**src/rtl/leorv32_lsu.sv**
```systemverilog
// LeoRV32 load/store unit: one access at a time, single-outstanding bus.
// Checks func3/alignment, drives byte strobes, extends load data.
//
// Ports:
//   i_clk, i_reset_n          clock, async active-low reset
//   i_req_* / o_req_ready     access request from execute stage
//   o_resp_*                  one-cycle completion pulse, data, error
//   o_mem_* / i_mem_*         valid/ready data bus, word addressed
//   TIMEOUT                   bus wait limit in cycles, 0 = no limit
module leorv32_lsu #(
  parameter int unsigned TIMEOUT = 255
) (
  input  logic        i_clk,
  input  logic        i_reset_n,
  input  logic        i_req_valid,
  output logic        o_req_ready,
  input  logic        i_req_store,
  input  logic [2:0]  i_req_func3,
  input  logic [31:0] i_req_addr,
  input  logic [31:0] i_req_wdata,
  output logic        o_resp_valid,
  output logic [31:0] o_resp_rdata,
  output logic        o_resp_error,
  output logic        o_mem_valid,
  input  logic        i_mem_ready,
  output logic [31:0] o_mem_addr,
  output logic        o_mem_write,
  output logic [3:0]  o_mem_wstrb,
  output logic [31:0] o_mem_wdata,
  input  logic [31:0] i_mem_rdata
);

  localparam int unsigned CW =
    (TIMEOUT > 0) ? $clog2(TIMEOUT + 1) : 1;

  typedef enum logic [1:0] {
    S_IDLE,
    S_BUS,
    S_RESP
  } state_t;

  state_t        r_state;
  logic [CW-1:0] r_cnt;
  logic [2:0]    r_func3;
  logic [1:0]    r_off;
  logic          r_store;
  logic          r_resp_valid;
  logic [31:0]   r_resp_rdata;
  logic          r_resp_error;
  logic          r_mem_valid;
  logic [31:0]   r_mem_addr;
  logic          r_mem_write;
  logic [3:0]    r_mem_wstrb;
  logic [31:0]   r_mem_wdata;

  logic          w_byte;
  logic          w_half;
  logic          w_word;
  logic          w_ill;
  logic          w_mis;
  logic          w_err;
  logic [31:0]   w_wdata;
  logic [3:0]    w_strb;
  logic [31:0]   w_sh;
  logic [31:0]   w_ld;
  logic [CW-1:0] w_cnt_inc;
  logic          w_tmo;

  assign w_byte = (i_req_func3[1:0] == 2'b00);
  assign w_half = (i_req_func3[1:0] == 2'b01);
  assign w_word = (i_req_func3[1:0] == 2'b10);

  // Loads allow 000,001,010,100,101; stores allow 000,001,010.
  assign w_ill = i_req_store
               ? (i_req_func3 > 3'd2)
               : ((i_req_func3 == 3'b011) ||
                  (i_req_func3[2:1] == 2'b11));
  assign w_mis = (w_half & i_req_addr[0]) |
                 (w_word & (|i_req_addr[1:0]));
  assign w_err = w_ill | w_mis;

  always_comb begin
    w_wdata = i_req_wdata;
    w_strb  = 4'b1111;
    unique case (1'b1)
      w_byte: begin
        w_wdata = {4{i_req_wdata[7:0]}};
        w_strb  = 4'b0001 << i_req_addr[1:0];
      end
      w_half: begin
        w_wdata = {2{i_req_wdata[15:0]}};
        w_strb  = i_req_addr[1] ? 4'b1100 : 4'b0011;
      end
      default: ;
    endcase
  end

  // Move the addressed lane down to bit 0, then extend.
  always_comb begin
    w_sh = i_mem_rdata >> {r_off, 3'b000};
    w_ld = w_sh;
    unique case (1'b1)
      (r_func3 == 3'b000): w_ld = {{24{w_sh[7]}}, w_sh[7:0]};
      (r_func3 == 3'b001): w_ld = {{16{w_sh[15]}}, w_sh[15:0]};
      (r_func3 == 3'b100): w_ld = {24'd0, w_sh[7:0]};
      (r_func3 == 3'b101): w_ld = {16'd0, w_sh[15:0]};
      default:             w_ld = w_sh;
    endcase
  end

  // Timeout fires on the cycle the count would reach TIMEOUT;
  // a concurrent mem_ready takes priority in the FSM.
  assign w_cnt_inc = r_cnt + CW'(1);
  assign w_tmo = (TIMEOUT != 0) && (w_cnt_inc == CW'(TIMEOUT));

  always_ff @(posedge i_clk or negedge i_reset_n) begin
    if (!i_reset_n) begin
      r_state      <= S_IDLE;
      r_cnt        <= '0;
      r_func3      <= '0;
      r_off        <= '0;
      r_store      <= 1'b0;
      r_resp_valid <= 1'b0;
      r_resp_rdata <= '0;
      r_resp_error <= 1'b0;
      r_mem_valid  <= 1'b0;
      r_mem_addr   <= '0;
      r_mem_write  <= 1'b0;
      r_mem_wstrb  <= '0;
      r_mem_wdata  <= '0;
    end else begin
      r_resp_valid <= 1'b0;
      unique case (r_state)
        S_IDLE: begin
          if (i_req_valid) begin
            r_func3 <= i_req_func3;
            r_off   <= i_req_addr[1:0];
            r_store <= i_req_store;
            if (w_err) begin
              r_state      <= S_RESP;
              r_resp_valid <= 1'b1;
              r_resp_error <= 1'b1;
              r_resp_rdata <= '0;
            end else begin
              r_state     <= S_BUS;
              r_cnt       <= '0;
              r_mem_valid <= 1'b1;
              r_mem_addr  <= {i_req_addr[31:2], 2'b00};
              r_mem_write <= i_req_store;
              r_mem_wstrb <= i_req_store ? w_strb : 4'b0000;
              r_mem_wdata <= i_req_store ? w_wdata : '0;
            end
          end
        end
        S_BUS: begin
          if (i_mem_ready) begin
            r_state      <= S_RESP;
            r_mem_valid  <= 1'b0;
            r_resp_valid <= 1'b1;
            r_resp_error <= 1'b0;
            r_resp_rdata <= r_store ? '0 : w_ld;
          end else if (w_tmo) begin
            r_state      <= S_RESP;
            r_mem_valid  <= 1'b0;
            r_resp_valid <= 1'b1;
            r_resp_error <= 1'b1;
            r_resp_rdata <= '0;
          end else begin
            r_cnt <= w_cnt_inc;
          end
        end
        S_RESP: begin
          r_state <= S_IDLE;
        end
        default: begin
          r_state <= S_IDLE;
        end
      endcase
    end
  end

  assign o_req_ready  = (r_state == S_IDLE);
  assign o_resp_valid = r_resp_valid;
  assign o_resp_rdata = r_resp_rdata;
  assign o_resp_error = r_resp_error;
  assign o_mem_valid  = r_mem_valid;
  assign o_mem_addr   = r_mem_addr;
  assign o_mem_write  = r_mem_write;
  assign o_mem_wstrb  = r_mem_wstrb;
  assign o_mem_wdata  = r_mem_wdata;

endmodule

```
**config.mk**
```make
export PLATFORM = sky130hd
export DESIGN_NAME = leorv32_lsu
export DESIGN_NICKNAME = d
export VERILOG_FILES = /design/src/rtl/leorv32_lsu.sv
export SDC_FILE = /design/constraint.sdc
export NUM_CORES = 1
export LEC_CHECK = 0
export CORE_MARGIN = 3
export CORE_UTILIZATION = 46
export CTS_CLUSTER_DIAMETER = 200
export DETAILED_ROUTE_END_ITERATION = 7
export HOLD_SLACK_MARGIN = 0.1
export PLACE_DENSITY = 0.88
export SYNTH_ARGS = -nofsm -noshare
export SYNTH_HDL_FRONTEND = slang
export SYNTH_SLANG_ARGS = --single-unit
```
**constraint.sdc**
```tcl
create_clock -name i_clk -period 5.7 [get_ports i_clk]
set_input_delay 0.855 -clock i_clk [delete_from_list [all_inputs] [get_ports i_clk]]
set_output_delay 0.855 -clock i_clk [all_outputs]
set_load 0.05 [all_outputs]
```
==> flow_metrics.env <==
export IMPL_htreeDepth=4
export IMPL_clkSinkCount=118
export IMPL_utilization=0.715
export IMPL_dr_pass1_iters=5
export IMPL_pwr_density_cell_nw_per_um2=445
export IMPL_rsz0062_at_grt="no"
export IMPL_synth_edff_count=0
export IMPL_die_x_um=116
export IMPL_synthCells=483
export IMPL_overflow=0
export IMPL_grt_pass1_vias=5099
export IMPL_period_share=0.593
export IMPL_syn_area_sq_um=5580
export IMPL_finalClockSkew_ns=0.00682
export IMPL_start_kind="input port"
export IMPL_irDropWorstVdd_uv=456
export IMPL_hold_class="register to register"
export IMPL_area_delta_synth_final_pct=48.8
export IMPL_setup_ws_ns=2.32
export IMPL_ctsHoldBuffers=0
export IMPL_ctsLongestPathBuffers=2
export IMPL_grt_pass1_wl_um=26800
export IMPL_critPathArrivalTime_ns=3.73
export IMPL_cts_tree="done"
export IMPL_antenna_found_initial=0
export IMPL_wl_um=16900
export IMPL_nFillCells=822
export IMPL_syn_area_per_cell_sq_um=11.5
export IMPL_finalSetupViolCount=0
export IMPL_finalHoldViolations=0
export IMPL_outcome="complete, no violations"
export IMPL_ys_ff_latch=118
export IMPL_ant_nets=0
export IMPL_wl_per_cell_um=20.3
export IMPL_initial_core_util=0.480
export IMPL_grtUsageTotal=0.261
export IMPL_num_vias=4707
export IMPL_p_leak_nw=3.59
export IMPL_hpwl_um=11900
export IMPL_grt_max_degree=71
export IMPL_cts_inserted_buffers=17
export IMPL_synth_cell_types=58
export IMPL_drc=0
export IMPL_path_max_fanout=34
export IMPL_gp_congestion=0.893
export IMPL_rows=39
export IMPL_worst_hold_slack_ns=0.482
export IMPL_clock_root_buffer="clkbuf_16"
export IMPL_core_area_sq_um=11600
export IMPL_ff_latch_area_sq_um=2950
export IMPL_path_clk_slew_ns=0.05
export IMPL_cts_resized=0
export IMPL_drt_iter0_drc=335
export IMPL_drt_vias_per_instance=5.64
export IMPL_end_kind="register"
export IMPL_relSlewSlack=0.359
export IMPL_finalCriticalPeriod_ns=3.38
export IMPL_dpl_worst_slack_ns=1.85
export IMPL_multi_input_area_sq_um=2400
export IMPL_ios=209
export IMPL_drv_cap=0
export IMPL_synth_flop_cell="dfrtp_1"
export IMPL_async_flop_share=1.00
export IMPL_worstPathRequired_ns=6.05
export IMPL_crit_type="input port to register"
export IMPL_clk_latency_ns=0.42
export IMPL_clock_fmax_mhz=296
export IMPL_dieArea_sq_um=13500
export IMPL_setup_tns_ns=0
export IMPL_yosysSeqAreaShare=0.529
export IMPL_nets=784
export IMPL_drv_slew=0
export IMPL_die_h_um=116
export IMPL_io_buffer_count=206
export IMPL_reg2reg_slack_ns=2.39
export IMPL_layout_drive_gt1_share=0.139
export IMPL_tightestPinTransition_ns=0.959
export IMPL_cts_setup_buffers=0
export IMPL_yosysWarningCount=0
export IMPL_diodes=0
==> state kept, by name, indices dropped and copies added, names as in the netlist <==
register,count
o_mem_valid,1
r_store,1
r_func3,3
r_state,2
o_resp_valid,1
o_mem_wstrb,4
o_mem_write,1
o_mem_wdata,32
r_off,2
o_resp_rdata,32
o_mem_addr,30
o_resp_error,1
r_cnt,8
==> cell usage in the layout, fill, tap and decap left out, types with 3 or more instances in the layout <==
| master | synthesis | layout |
|---|---|---|
| mux2i_1 | 41 | 41 |
| a22o_1 | 16 | 16 |
| clkinv_2 | 0 | 3 |
| a21oi_1 | 27 | 27 |
| nor2_1 | 15 | 15 |
| clkbuf_16 | 0 | 17 |
| inv_1 | 7 | 7 |
| a221o_1 | 17 | 17 |
| bufinv_16 | 0 | 4 |
| clkdlybuf4s50_1 | 0 | 205 |
| mux2_2 | 44 | 44 |
| nand2b_1 | 3 | 3 |
| buf_4 | 7 | 6 |
| o21ai_0 | 45 | 45 |
| dfrtp_1 | 118 | 118 |
| o2bb2ai_1 | 8 | 8 |
| nand4_1 | 3 | 3 |
| nand2_1 | 53 | 52 |
| nand3_1 | 4 | 4 |
| clkbuf_8 | 0 | 5 |
==> path summary, 6_finish.rpt <==
check                                 from          endpoint  cells past startpoint
hold / removal             o_mem_wdata[18]   o_mem_wdata[18]                      2
setup reg to reg                r_state[0]  o_resp_rdata[30]                      6
hold reg to reg            o_mem_wdata[18]   o_mem_wdata[18]                      2
setup / recovery            i_req_func3[0]  o_resp_rdata[30]                      6
min in group asynchronous        i_reset_n  o_resp_rdata[25]                      1
max in group asynchronous        i_reset_n    o_mem_addr[26]                      2
==> routing by layer <==
metal / wire, um / GRT usage / vias up
li1: - / - / 2151
met4: 523 / 0.114 / 0
met3: 1010 / 0.0777 / 43
met5: 0 / 0 / -
met1: 6430 / 0.295 / 2309
met2: 8970 / 0.458 / 204
==> cell type report <==
cell class / count / area share
clock inverter: 8 / 0.0172
multi-input combinational: 323 / 0.289
sequential: 118 / 0.356
timing repair buffer: 211 / 0.253
inverter: 7 / 0.00317
clock buffer: 24 / 0.0604
tap: 143 / 0.0216
==> synth_stat cells (2+ instances only) <==
master     instances  area [sq um]
dfrtp_1          118          2950
nand2_1           53           199
o21ai_0           45           225
mux2_2            44           495
mux2i_1           41           410
a21oi_1           27           135
a221o_1           17           170
a22o_1            16           140
clkbuf_1          15          56.3
nor2_1            15          56.3
o2bb2ai_1          8          70.1
buf_4              7          52.6
inv_1              7          26.3
buf_1              6          22.5
buf_6              5          56.3
nand3_1            4          20.0
buf_2              3          15.0
nand2b_1           3          18.8
nand4_1            3          18.8
a21oi_2            2          17.5
a22oi_1            2          15.0
and4_1             2          17.5
ha_1               2          25.0
nor2b_1            2          12.5
nor3_1             2          10.0
or2_2              2          12.5
==> where the power goes <==
group          total (mW)  leakage (nW)  internal [mW]  switching, mW
registers            1.14          1.52           1.01          0.130
clock network        1.16         0.316          0.787          0.372
logic                1.39          1.75          0.503          0.887
==> cell families (layout without fill, tap and decap cells) <==
family	Yosys count	count (layout)	synth area share
other	1	2	0.000672
flip-flops	118	118	0.529
AO/OA/AOI/OAI	134	134	0.176
buffers and inverters	43	250	0.0410
AND/OR/NAND/NOR	99	99	0.0848
XOR/XNOR	1	1	0.00157
adder cells (fa/ha/maj)	2	2	0.00449
multiplexers	85	85	0.162
==> worst max-delay path, cell delays in order <==
cell	delay, ns
clkdlybuf4s50_1	0.78
or2_2	0.52
o31ai_4	0.31
and2b_1	0.27
a21oi_4	0.68
a221o_1	0.29
==> per-stage QoR <==
stage	power, mW	area (sq um)	instances
global route	3.84	8300	834
floorplan	2.02	5580	484
finish	3.69	8300	834
global placement	2.50	7660	802
detailed placement	2.53	7660	802
CTS	3.71	8300	834
Note: power is estimated with default switching activity, not from simulation.
